File: config.mk
export PLATFORM = sky130hd
export DESIGN_NAME = alarm_ring_ctrl
export DESIGN_NICKNAME = d
export VERILOG_FILES = /design/src/rtl/alarm_ring_ctrl.sv
export SDC_FILE = /design/constraint.sdc
export NUM_CORES = 1
export LEC_CHECK = 0
export ABC_AREA = 1
export ABC_CLOCK_PERIOD_IN_PS = 5500
export BUFFER_PORTS_ARGS = -buffer_cell sky130_fd_sc_hd__buf_2
export CAP_MARGIN = 20
export CELL_PAD_IN_SITES_DETAIL_PLACEMENT = 0
export CELL_PAD_IN_SITES_GLOBAL_PLACEMENT = 1
export CORE_AREA = 2 2 109 111
export DETAILED_ROUTE_END_ITERATION = 7
export DIE_AREA = 0 0 111 113
export HOLD_SLACK_MARGIN = 0.15
export PLACE_DENSITY_LB_ADDON = 0.1
export RECOVER_POWER = 50
export SYNTH_ARGS = -nofsm -noshare
export SYNTH_HDL_FRONTEND = slang
export SYNTH_SLANG_ARGS = --single-unit
File: constraint.sdc
create_clock -name clk -period 5.5 [get_ports clk]
set_clock_uncertainty 0.15 [all_clocks]
set_input_delay 0.275 -clock clk [delete_from_list [all_inputs] [get_ports clk]]
set_output_delay 0.275 -clock clk [all_outputs]
set_load 0.1 [all_outputs]
File: src/rtl/alarm_ring_ctrl.sv
// Alarm ring controller: holds a BCD alarm, detects the time match, rings with snooze/dismiss/auto-stop.
// Latency: finish2/trigger/dismiss/snooze take effect on outputs one cycle after the causing input.
// Backpressure: none; inputs are single-cycle pulses or levels and are always accepted.
module alarm_ring_ctrl #(
  parameter int unsigned RING_SECS  = 60,
  parameter int unsigned SNOOZE_MIN = 5,
  parameter int unsigned MAX_SNOOZE = 3
) (
  input  logic        clk,
  input  logic        resetn,
  input  logic        finish2,
  input  logic [15:0] alarm,
  input  logic [15:0] cur_time,
  input  logic        sec_tick,
  input  logic        spdt_en,
  input  logic        push_c,
  input  logic        push_d,
  output logic        ring,
  output logic [15:0] led,
  output logic        armed,
  output logic [1:0]  snooze_cnt
);

  localparam logic [6:0] SNZ_MIN  = 7'(SNOOZE_MIN);
  localparam logic [7:0] RING_LIM = 8'(RING_SECS);
  localparam logic [1:0] SNZ_MAX  = 2'(MAX_SNOOZE);

  typedef enum logic [1:0] {IDLE, ARMED, RINGING} state_t;

  state_t      state, state_n;
  logic [15:0] alarm_reg, alarm_reg_n;
  logic [15:0] target, target_n;
  logic [15:0] led_n;
  logic [7:0]  ring_cnt, ring_cnt_n;
  logic [1:0]  snz_n;
  logic        eq_d;
  logic        eq, trigger, alarm_ok;

  // Adds the snooze interval to a BCD HH:MM value, wrapping at 24:00.
  function automatic logic [15:0] bcd_add_min(input logic [15:0] t);
    logic [6:0] m;
    logic [4:0] h;
    m = {3'b000, t[7:4]} * 7'd10 + {3'b000, t[3:0]} + SNZ_MIN;
    h = {1'b0, t[15:12]} * 5'd10 + {1'b0, t[11:8]};
    if (m >= 7'd60) begin
      m = m - 7'd60;
      h = h + 5'd1;
    end
    if (h >= 5'd24) h = h - 5'd24;
    return {4'(h / 5'd10), 4'(h % 5'd10), 4'(m / 7'd10), 4'(m % 7'd10)};
  endfunction

  assign alarm_ok = (alarm[15:12] <= 4'd2) && (alarm[11:8] <= 4'd9) &&
                    (alarm[7:4] <= 4'd5) && (alarm[3:0] <= 4'd9) &&
                    !((alarm[15:12] == 4'd2) && (alarm[11:8] > 4'd3));
  assign eq      = (cur_time == target);
  assign trigger = eq && !eq_d && spdt_en;

  assign ring  = (state == RINGING);
  assign armed = (state != IDLE);

  // Next-state logic: load, trigger, and ringing exits in priority order.
  always_comb begin
    state_n     = state;
    alarm_reg_n = alarm_reg;
    target_n    = target;
    led_n       = led;
    ring_cnt_n  = ring_cnt;
    snz_n       = snooze_cnt;
    if (finish2 && alarm_ok) begin
      alarm_reg_n = alarm;
      target_n    = alarm;
      snz_n       = 2'd0;
      led_n       = 16'h0000;
      state_n     = ARMED;
    end else begin
      case (state)
        ARMED: begin
          if (trigger) begin
            state_n    = RINGING;
            ring_cnt_n = 8'd0;
            led_n      = 16'hFFFF;
          end
        end
        RINGING: begin
          if (!spdt_en || push_c ||
              (sec_tick && !(push_d && snooze_cnt < SNZ_MAX) && (ring_cnt + 8'd1 == RING_LIM))) begin
            // Dismiss: back to the original alarm time.
            target_n = alarm_reg;
            snz_n    = 2'd0;
            led_n    = 16'h0000;
            state_n  = ARMED;
          end else if (push_d && snooze_cnt < SNZ_MAX) begin
            target_n = bcd_add_min(target);
            snz_n    = snooze_cnt + 2'd1;
            led_n    = 16'h0000;
            state_n  = ARMED;
          end else if (sec_tick) begin
            led_n      = ~led;
            ring_cnt_n = ring_cnt + 8'd1;
          end
        end
        default: ;
      endcase
    end
  end

  // State and datapath registers; eq_d tracks the match against the target in force next cycle.
  always_ff @(posedge clk or negedge resetn) begin
    if (!resetn) begin
      state      <= IDLE;
      alarm_reg  <= 16'h0000;
      target     <= 16'h0000;
      led        <= 16'h0000;
      ring_cnt   <= 8'd0;
      snooze_cnt <= 2'd0;
      eq_d       <= 1'b0;
    end else begin
      state      <= state_n;
      alarm_reg  <= alarm_reg_n;
      target     <= target_n;
      led        <= led_n;
      ring_cnt   <= ring_cnt_n;
      snooze_cnt <= snz_n;
      eq_d       <= (cur_time == target_n);
    end
  end

endmodule
==> impl_metrics.ini <==
[floorplan]
ios = 59
dieArea_sq_um = 12500
die_h_microns = 113
die_width_microns = 111
start_util_pct = 42.6
rows = 39
core_sq_um = 11300

[logic_synthesis]
syn-num-nets = 751
postSynth.asyncResetShare_pct = 100
synth_most_common_cell = nand2_1
avgSynthCellArea_sq_um = 7.01
syn_area_sq_um = 4800
synth_top_flop_cell = dfrtp_1
ys_ff_latch = 61
yosysTopAreaCell = dfrtp_1
synth_edf_count = 0
yosys-top-cells-area = dfrtp_1 32%, nand2_1 15%, inv_1 9.0%, ha_1 6.3%, nand3_1 5.1%
synth_top_area_share_pct = 31.8
synth_cell_types = 46
synthCells = 685
ys_seq_area_share_pct = 31.8
synth_commonest_cells = 194 x nand2_1, 115 x inv_1, 61 x dfrtp_1, 49 x nand3_1, 35 x nor2_1
ys_warn_count = 0

[cells_and_area]
antennaDiodeCount = 0
nets = 830
multi_input_area_sq_um = 2750
seq_area_sq_um = 1530
fillers = 1119
area_delta_synth_final_pct = 19.7
drive_gt1_share_pct = 14.3

[clocking]
clk_pin_slew_ps = 60
clkLatencyLatePin_ps = 330
cts_tree = built
cts_buffers = 9
htree_levels = 3
cts_root_buf = clkbuf_16
clockBufferDepth = 2
cts.sinks = 61

[routing]
drtIter0Drc = 321
wl_per_cell_microns = 15.5
drtPass1Iterations = 6
ant_nets = 0
route.detailed.drc = 0
via_count = 4732
totalWireLength_microns = 14200
avgViaCountPerCell = 5.19

[sta]
setup-tns-final_ps = 0
rsz0062_at_grt = no
slew_violations = 62
slew_headroom_pct = -134
hold_viol_final = 0
worst_slew_pin_slew_ps = 3500
timing.hold.ws_ps = 190
setup_viol = 0
fmax_ghz = 0.200
min_period_over_period_pct = 91.1
fin_crit_ps = 5010

[grt]
track_usage_pct = 23.0
gr-total-overflow = 0
grt_pass1_vias = 4640
grt_start_max_net_pins = 62
grt_pass1_wl_microns = 23100
antenna_found_initial = 0

[critical_path]
cp.arrival_ps = 5090
cpMaxStageDelayCell = dfrtp_1
critPathMaxFanout = 14
crit_top_cell = nand2_1
startpoint_type = flop
cpPeakStageDelay_ps = 450
crit_type = flop to flop
end_kind = flop
critical_path_required_ps = 5570

[placed_design]
gp_congestion = 0.866
portBuffers = 58
dp.final_hpwl_microns = 10900

[run_status]
status = finished with violations
violations = max-capacitance violations, max-slew violations

[hold_path]
hold_path.class = primary input to flop

[job]
maxCapViolCount = 1
[per-stage QoR]
step                      utilization (%)  setup WS [ps]  cell area (sq um)  cells
after floorplan                         -           1220               4800    685
after global placement               46.7            630               5270    880
after detailed placement             46.7            477               5270    880
after CTS                            51.0            448               5750    912
after global routing                 50.9           19.7               5740    912
final                                50.9            488               5740    912
[worst max-delay path: cells and delay by family (launching register included)]
family                     cells  cell delay, ps
and+or+nand+nor               26            2410
DFF                            1             450
buffers and inverters          6             460
adders and majority gates      5            1420
[area by class of cell]
| cell class | count | area share (%) |
|---|---|---|
| multi-input cells | 486 | 47.8 |
| flip-flops and latches | 61 | 26.6 |
| repair buffers | 84 | 8.85 |
| inverters | 122 | 7.97 |
| clock buffers | 9 | 3.92 |
| well taps | 143 | 3.12 |
| clock inverters | 7 | 1.72 |
[layout by cell type, fill, tap and decap left out, types with 12 or more instances in the layout]
master         synthesis  layout
dfrtp_1               61      60
xor2_1                18      18
ha_1                  24      24
buf_2                  1      47
clkbuf_1              13      12
nor2_1                35      35
o22ai_1               24      24
o211ai_1              17      17
nand2_1              194     194
dlygate4sd3_1          0      16
inv_1                115     115
o21ai_0               30      29
nand3_1               49      49
[layer usage]
| layer | routed length, microns | GRT usage (%) | share of wire, % |
|---|---|---|---|
| met1 | 6470 | 29.5 | 46 |
| met2 | 6620 | 39.4 | 47 |
| met3 | 578 | 3.16 | 4.1 |
| met4 | 485 | 9.25 | 3.4 |
| met5 | 0 | 0 | 0 |
[what timing repair did]
item	CTS	global route
setup buffers	0	0
setup endpoints to repair	0	1
endpoints found under the hold margin	75	0
hold buffers	16	0
gates resized for setup	0	2
[cells by family after synthesis]
group	Yosys count	share of synthesized area, %
AO/OA/AOI/OAI	107	14.5
flip-flops	61	31.8
XOR/XNOR	25	4.56
adder cells (fa/ha/maj)	27	7.51
buffers and inverters	138	11.2
AND/OR/NAND/NOR	327	30.5
[path summary, 6_finish.rpt]
| check | start | end | slack (ps) | cells after the start |
|---|---|---|---|---|
| min in group asynchronous | resetn | led[7] | 1610 | 3 |
| min | cur_time[3] | eq_d | 190 | 6 |
| max | target[1] | eq_d | 490 | 37 |
| max in group asynchronous | resetn | target[6] | 1350 | 3 |
| max reg2reg | target[1] | eq_d | 490 | 37 |
| min reg2reg | alarm_reg[13] | alarm_reg[13] | 330 | 2 |
Power is not shown: default switching activity piles up to over one toggle a cycle in this logic, so the estimate is an artifact.
